--- src/rtl/viterbi_acs_r2.sv ---
// Radix-2 add-compare-select unit for a rate-1/2 Viterbi decoder.
// It updates 2^(K-1) path metrics per step and emits survivor decisions plus the best state.
module viterbi_acs_r2 #(
    parameter int             K       = 3,
    parameter logic [K-1:0]   G0      = 3'b111,
    parameter logic [K-1:0]   G1      = 3'b101,
    parameter int             BM_W    = 2,
    parameter int             PM_W    = 8,
    parameter int             INIT_PM = 64,
    localparam int            NS      = 1 << (K - 1),
    localparam int            SW      = K - 1
) (
    input  logic              clk,
    input  logic              rst,
    input  logic              i_start,
    input  logic              en_a,
    input  logic [4*BM_W-1:0] i_bm,
    output logic              o_valid,
    output logic [NS-1:0]     o_dec,
    output logic [SW-1:0]     o_best_state,
    output logic [PM_W-1:0]   o_best_pm,
    output logic              o_norm,
    output logic [15:0]       o_step_cnt
);

    localparam logic [PM_W:0] HALF = (PM_W + 1)'(1) << (PM_W - 1);

    logic [PM_W-1:0] pm_q [NS];
    logic [PM_W-1:0] pm_d [NS];
    logic [PM_W:0]   cand0 [NS];
    logic [PM_W:0]   cand1 [NS];
    logic [PM_W:0]   new_pm [NS];
    logic [NS-1:0]   dec;
    logic            all_high;
    logic [SW-1:0]   best_state;
    logic [PM_W-1:0] best_pm;

    // The encoder register for a transition into ns from predecessor {ns[SW-2:0], b} is {ns, b}.
    function automatic logic [1:0] codeword(input logic [SW-1:0] ns, input logic b);
        logic [K-1:0] r;
        r = {ns, b};
        return {^(r & G0), ^(r & G1)};
    endfunction

    function automatic logic [PM_W:0] branch(input logic [4*BM_W-1:0] bm, input logic [1:0] n);
        return (PM_W + 1)'(bm[int'(n)*BM_W +: BM_W]);
    endfunction

    function automatic logic [SW-1:0] pred(input logic [SW-1:0] ns, input logic b);
        logic [K-1:0] r;
        r = {ns, b};
        return r[SW-1:0];
    endfunction

    // NOTE: every variable in always_comb gets a value on every path, so no latches are inferred.
    always_comb begin
        all_high = 1'b1;
        for (int s = 0; s < NS; s++) begin
            cand0[s]  = {1'b0, pm_q[pred(SW'(s), 1'b0)]} + branch(i_bm, codeword(SW'(s), 1'b0));
            cand1[s]  = {1'b0, pm_q[pred(SW'(s), 1'b1)]} + branch(i_bm, codeword(SW'(s), 1'b1));
            dec[s]    = cand1[s] < cand0[s];
            new_pm[s] = dec[s] ? cand1[s] : cand0[s];
            if (new_pm[s] < HALF) all_high = 1'b0;
        end
        for (int s = 0; s < NS; s++) begin
            pm_d[s] = PM_W'(all_high ? new_pm[s] - HALF : new_pm[s]);
        end
        best_state = '0;
        best_pm    = pm_d[0];
        for (int s = 1; s < NS; s++) begin
            if (pm_d[s] < best_pm) begin
                best_pm    = pm_d[s];
                best_state = SW'(s);
            end
        end
    end

    // NOTE: the metric array is reset on purpose; its start values define the trellis origin state.
    always_ff @(posedge clk) begin
        if (!rst) begin
            for (int s = 0; s < NS; s++) pm_q[s] <= (s == 0) ? '0 : PM_W'(INIT_PM);
            o_valid      <= 1'b0;
            o_dec        <= '0;
            o_best_state <= '0;
            o_best_pm    <= '0;
            o_norm       <= 1'b0;
            o_step_cnt   <= '0;
        end else if (i_start) begin
            for (int s = 0; s < NS; s++) pm_q[s] <= (s == 0) ? '0 : PM_W'(INIT_PM);
            o_valid    <= 1'b0;
            o_norm     <= 1'b0;
            o_step_cnt <= '0;
        end else if (en_a) begin
            for (int s = 0; s < NS; s++) pm_q[s] <= pm_d[s];
            o_valid      <= 1'b1;
            o_dec        <= dec;
            o_best_state <= best_state;
            o_best_pm    <= best_pm;
            o_norm       <= all_high;
            if (o_step_cnt != 16'hFFFF) o_step_cnt <= o_step_cnt + 16'd1;
        end else begin
            o_valid <= 1'b0;
            o_norm  <= 1'b0;
        end
    end

endmodule
--- config.mk ---
export PLATFORM = sky130hd
export DESIGN_NAME = viterbi_acs_r2
export DESIGN_NICKNAME = d
export VERILOG_FILES = /design/src/rtl/viterbi_acs_r2.sv
export SDC_FILE = /design/constraint.sdc
export NUM_CORES = 1
export LEC_CHECK = 0
export ABC_AREA = 1
export CELL_PAD_IN_SITES_DETAIL_PLACEMENT = 0
export CELL_PAD_IN_SITES_GLOBAL_PLACEMENT = 2
export CORE_UTILIZATION = 34
export DETAILED_ROUTE_END_ITERATION = 7
export HOLD_SLACK_MARGIN = 0.1
export PLACE_DENSITY_LB_ADDON = 0.25
export SYNTH_ARGS = -nofsm -noshare
export SYNTH_HDL_FRONTEND = slang
export SYNTH_SLANG_ARGS = --single-unit
--- constraint.sdc ---
create_clock -name clk -period 8.2 [get_ports clk]
set_input_delay 1.64 -clock clk [delete_from_list [all_inputs] [get_ports clk]]
set_output_delay 1.64 -clock clk [all_outputs]
set_load 0.05 [all_outputs]
==> run metrics, run 1 <==
maximum VDD drop 209.4 uV; ys flop type dfxtp_1; outcome finished, final reports clean; # diodes 0; Post-synth EDFFs 24; hold_ws 0.4553 ns; critical path endpoint category flop; DP HPWL 13990 um; Tot GR Track Use 19.61%; Die X 134.9 um; CP arrival 7.86 ns; count leader, synth nand2_1; register area share after synthesis 25.32%; Clk Latency, worst-skew pair 0.33 ns; WL final 16910 um; count of cell types in the netlist 41; share of cells above drive strength 1 10.64%; largest net degree at the start of global routing 31; largest cells by area after synthesis nand2_1, ha_1, dfxtp_1, edfxtp_1, inv_1; biggest cell delay along the critical path 0.50 ns; H-tree depth 3; Ports 44; most frequent cells after synthesis nand2_1, inv_1, ha_1; Synth Cell Area 6008 um2; Total Power 2174 uW; syn_nets 967; Fmax achieved 0.1310 GHz; Setup crit start kind input pin; Root Buffer clkbuf_16; die area 18210 um2; critical path fanouts, max 13; cells resized by post-CTS repair 0; number of port buffers 43; grt ovf 0; vias in the first global route 5281; Setup Fix Bufs, Post-CTS 0; Yosys top cell area share 17.31%; Final WS setup 0.5644 ns; Placement Setup Slack -0.1282 ns; HP Class flop to flop; Async SR Flop Fraction 0%; DR vias/cell 4.652; Fin Clk Skew 0.006148 ns; CTS max path bufs 2; max_cap viols 0; CTS clk-pin slew, worst paths 0.06 ns; Core Area 17300 um2; 1st-pass router iterations 5; Tmin final 7.636 ns; critical path type input pin to flop; cts hold-fix bufs 0; Initial Utilization 34.74%; Final setup viols 0; final instance area 7223 um2; Placement Cell Area 6857 um2; Die Y-Extent 134.9 um; Pwr Density 301.0 nW/um2; CP required 8.42 ns; Slowest-stage cell, CP clkdlybuf4s50_1; sum of negative setup slack 0 ns; worst slew pin tran 1.004 ns; via count 5462; Placer Congestion 0.8553; first-iteration detailed-routing DRC count 255; Slew Limit Headroom 32.97%; CP dominant cell by count nand2_1; Final Hold Fails 0; drc violations 0; Post-DRT Antenna Nets 0; initial antenna violation count 0; YS warnings 0; CTS tree yes; fin crit share 93.12%; Cells after Synth 878; Yosys reg bits 64; Final nets 1033; cell taking the most area after synthesis nand2_1; post-detailed-route wirelength per cell 14.40 um; Fillers 1886; Mean Syn Cell Area 6.843 um2; Lkg Pwr 0.003418 uW; P&R area growth vs syn 20.22%; Slew Limit Fails 0; clock sink total 64; first-pass GRT wire length 27490 um; CTS buffer count 9; Site Rows 48
## sequential cells by signal, summed over array words and instances, names as in the netlist
name	count
o_step_cnt	16
o_best_state	2
o_valid	1
o_dec	4
pm_q	32
o_best_pm	8
o_norm	1
## critical path: cells and delay by family
kind                     cells  cell delay (ns)
buffers and inverters        8             1.33
AND/OR/NAND/NOR             18             1.55
XOR/XNOR                     1             0.16
AO/OA/AOI/OAI               10             1.39
adder cells (fa/ha/maj)      6             1.79
## final timing paths
| kind | end | startpoint | slack, ns | depth (start not counted) |
|---|---|---|---|---|
| max | o_best_pm[2]$_SDFFE_PN0P_ | i_bm[4] | 0.56 | 43 |
| min | o_best_pm[3]$_SDFFE_PN0P_ | o_best_pm[3]$_SDFFE_PN0P_ | 0.46 | 2 |
| max reg2reg | o_best_pm[2]$_SDFFE_PN0P_ | pm_q[3][0]$_SDFFCE_PN0P_ | 1.96 | 41 |
| min reg2reg | o_best_pm[3]$_SDFFE_PN0P_ | o_best_pm[3]$_SDFFE_PN0P_ | 0.46 | 2 |
## per-layer routing
metal / vias to the layer above / wire length [um] / global-route usage [%]
met3: 17 / 344 / 2.140
li1: 2956 / - / -
met2: 66 / 7767 / 32.79
met1: 2423 / 8396 / 26.18
met4: 0 / 395 / 6.679
met5: - / 0 / 0
## layout make-up
cell class / instances / area (um2) / share of cell area, %
flip-flops and latches: 64 / 1521 / 21.06
repair buffers: 74 / 663.1 / 9.181
clock inverters: 4 / 53.80 / 0.7448
well taps: 225 / 281.5 / 3.897
clock buffers: 12 / 289.0 / 4.001
inverters: 121 / 454.2 / 6.288
multi-input cells: 674 / 3960 / 54.82
## logic make-up (layout without fill, tap and decap cells)
kind of cell / Yosys count / in the layout / share of synthesized area, %
adders and majority gates: 77 / 77 / 17.03
DFF: 64 / 64 / 25.32
AOI/OAI and AO/OA: 107 / 107 / 9.808
buffers and inverters: 140 / 211 / 9.163
and+or+nand+nor: 449 / 449 / 32.69
xor gates and xnor gates: 41 / 41 / 5.977
## through the flow
| step | cells | utilization (%) |
|---|---|---|
| 5_1_grt | 1174 | 41.76 |
| 4_1_cts | 1174 | 41.62 |
| 2_1_floorplan | 878 | - |
| 6_report | 1174 | 41.76 |
| 3_5_place_dp | 1158 | 39.64 |
| 3_3_place_gp | 1158 | 39.64 |
## report_power, final
group	internal, uW	total, uW	switching (uW)
logic	498	1350	850
clock network	282	432	150
registers	365	394	28.9
total	1150	2170	1030
## cells in the final DEF, fill, tap and decap left out, types with 4 or more instances in the layout
cell type,instances
fa_1,8
ha_1,69
inv_2,9
clkdlybuf4s50_1,43
clkbuf_16,11
dfxtp_1,40
o21ai_1,13
nor2_2,5
edfxtp_1,24
nor3_1,9
nand2_4,6
nand2_2,14
nand2_1,277
xnor2_1,7
buf_4,31
a21oi_1,34
o21ai_2,4
o21ai_0,39
nand4_1,7
a31oi_1,5
nand3_2,4
xor2_1,34
inv_1,110
nor2_1,62
nand3_1,51
Note: power is estimated with default switching activity, not from simulation.
==> run 2: changes to the inputs <==
--- a/config.mk
+++ b/config.mk
@@ -6,6 +6,7 @@
 export NUM_CORES = 1
 export LEC_CHECK = 0
 export ABC_AREA = 1
+export CAP_MARGIN = 15
 export CELL_PAD_IN_SITES_DETAIL_PLACEMENT = 0
 export CELL_PAD_IN_SITES_GLOBAL_PLACEMENT = 2
 export CORE_UTILIZATION = 34
==> results of run 2 <==
No change in the layout: final DEF, timing and power equal those of run 1.
==> run 3: changes to the inputs <==
--- a/config.mk
+++ b/config.mk
@@ -13,6 +13,7 @@
 export DETAILED_ROUTE_END_ITERATION = 7
 export HOLD_SLACK_MARGIN = 0.1
 export PLACE_DENSITY_LB_ADDON = 0.25
+export REMOVE_ABC_BUFFERS = 1
 export SYNTH_ARGS = -nofsm -noshare
 export SYNTH_HDL_FRONTEND = slang
 export SYNTH_SLANG_ARGS = --single-unit
==> run metrics, run 3 (synthesis gave the netlist of run 1 again) <==
number of port buffers 43 (unchanged); critical path type input pin to flop (unchanged); Placement Setup Slack -0.2163 ns (was -0.1282 ns); first-iteration detailed-routing DRC count 231 (was 255); Ports 44 (unchanged); 1st-pass router iterations 4 (was 5); Post-DRT Antenna Nets 0 (unchanged); Setup crit start kind input pin (unchanged); clock sink total 64 (unchanged); outcome finished, final reports clean (unchanged); maximum VDD drop 289.0 uV (was 209.4 uV); CTS buffer count 9 (unchanged); Final setup viols 0 (unchanged); via count 5440 (was 5462); Core Area 17300 um2 (unchanged); final instance area 7296 um2 (was 7223 um2); Die X 134.9 um (unchanged); max reg flops 32 (unchanged); M2 GR Usage 33.10% (was 32.79%); initial antenna violation count 0 (unchanged); CP Buf/Inv Count 6 (was 8); critical path's top delay family simple AND/OR/NAND/NOR gates (was adder cells); Fmax achieved 0.1310 GHz (about the same); Final Hold Fails 0 (unchanged); die area 18210 um2 (unchanged); Initial Utilization 34.74% (unchanged); worst slew pin tran 1.105 ns (was 1.004 ns); post-detailed-route wirelength per cell 14.26 um (was 14.40 um); DP HPWL 13760 um (was 13990 um); Root Buffer clkbuf_16 (unchanged); Slowest-stage cell, CP clkdlybuf4s50_1 (unchanged); largest net degree at the start of global routing 21 (was 31); Slew Limit Fails 0 (unchanged); register bank with the most flops pm_q (unchanged); Final nets 1037 (was 1033); Hold Path Stages 2 (unchanged); commonest non-fill, non-tap cell in the layout nand2_1 (unchanged); share of cells above drive strength 1 12.49% (was 10.64%); vias in the first global route 5155 (was 5281); drc violations 0 (unchanged); Largest regs pm_q (32), o_step_cnt (16), o_best_pm (8) (unchanged); Lkg Pwr 0.003447 uW (was 0.003418 uW); CTS clk-pin slew, worst paths 0.05 ns (was 0.06 ns); most frequent cells in the layout nand2_1, inv_1, ha_1 (unchanged); Clk Latency, worst-skew pair 0.34 ns (was 0.33 ns); CTS tree yes (unchanged); P&R area growth vs syn 21.43% (was 20.22%); # diodes 0 (unchanged); WL final 16800 um (was 16910 um); critical path fanouts, max 16 (was 13); Die Y-Extent 134.9 um (unchanged); first-pass GRT wire length 26960 um (was 27490 um); critical path endpoint category flop (unchanged); Tmin final 7.632 ns (was 7.636 ns); met3 Track Usage GR 1.952% (was 2.140%); CP dominant cell by count nand2_1 (unchanged); max_cap viols 0 (unchanged); Site Rows 48 (unchanged); H-tree depth 3 (unchanged); HP Class flop to flop (unchanged); Final WS setup 0.5679 ns (was 0.5644 ns); Placer Congestion 0.8560 (was 0.8553); final core utilization 42.18% (was 41.76%); grt ovf 0 (unchanged); Top Usage Layer GRT met2 (unchanged); Stages on worst setup path 40 (was 43); DR vias/cell 4.618 (was 4.652); Reg2Reg Depth 39 (was 41); Pwr Density 293.6 nW/um2 (was 301.0 nW/um2); cts hold-fix bufs 0 (unchanged); Slew Limit Headroom 26.07% (was 32.97%); Fin Clk Skew 0.006892 ns (was 0.006148 ns); CTS max path bufs 2 (unchanged); CP required 8.43 ns (was 8.42 ns); Tot GR Track Use 19.51% (was 19.61%); Placement Cell Area 6857 um2 (unchanged); CP arrival 7.87 ns (was 7.86 ns); met1 GRT Util 25.83% (was 26.18%); hold_ws 0.4503 ns (was 0.4553 ns); biggest cell delay along the critical path 0.45 ns (was 0.50 ns); fin crit share 93.07% (was 93.12%); Fillers 1899 (was 1886)
==> run 3: changes by cell type in the layout (fill, tap and decap cells not counted), sizes merged <==
| cell | before | now |
|---|---|---|
| buf | 31 | 35 |
| bufinv | 1 | 0 |
| clkbuf | 12 | 13 |
| clkinvlp | 0 | 1 |
| inv | 121 | 120 |
==> run 3: path summary, 6_finish.rpt <==
kind	end	start	slack (ns)
min reg2reg	o_best_pm[1]$_SDFFE_PN0P_	o_best_pm[1]$_SDFFE_PN0P_	0.45
max reg2reg	o_best_pm[6]$_SDFFE_PN0P_	pm_q[3][0]$_SDFFCE_PN0P_	1.95
max	o_best_pm[6]$_SDFFE_PN0P_	i_bm[2]	0.57
min	o_best_pm[1]$_SDFFE_PN0P_	o_best_pm[1]$_SDFFE_PN0P_	0.45
==> run 3: final cells by class <==
class,count,area (um2),area share [%]
inverters,121,457.9,6.277
flip-flops and latches,64,1521,20.85
repair buffers,78,693.2,9.501
well taps,225,281.5,3.859
clock inverters,3,20.02,0.2744
multi-input cells,674,4040,55.38
clock buffers,13,281.5,3.859
==> run 3: worst reg2reg max path: cells and delay by family (launching register included) <==
family / cells / cell delay, ns
DFF: 1 / 0.39
AOI/OAI and AO/OA: 7 / 1.21
buffers and inverters: 5 / 0.67
and+or+nand+nor: 21 / 2.08
adders and majority gates: 6 / 1.83
==> run 3: report_power, final <==
group / leakage, uW / switching, uW / total (uW) / internal, uW
Sequential: 0.000596 / 28.9 / 394 / 365
Combinational: 0.00270 / 847 / 1360 / 513
Clock: 0.000152 / 148 / 388 / 240
==> run 3: routing by layer <==
metal	wire (um)	part of all wire, %
met1	8274	49
met2	7929	47
met3	342	2.0
met4	253	1.5
met5	0	0
==> run 3: timing repair <==
item	CTS	global route
resized for setup	0	35
setup endpoints to repair	0	10
buffers inserted	0	4
==> run 3: metrics by stage <==
stage                TNS [ns]  instances  total power (uW)
floorplan                   0        859              1279
global placement      -0.3564       1158              1710
detailed placement     -1.712       1158              1696
CTS                         0       1174              2101
global route        -0.007994       1178              2347
finish                      0       1178              2142
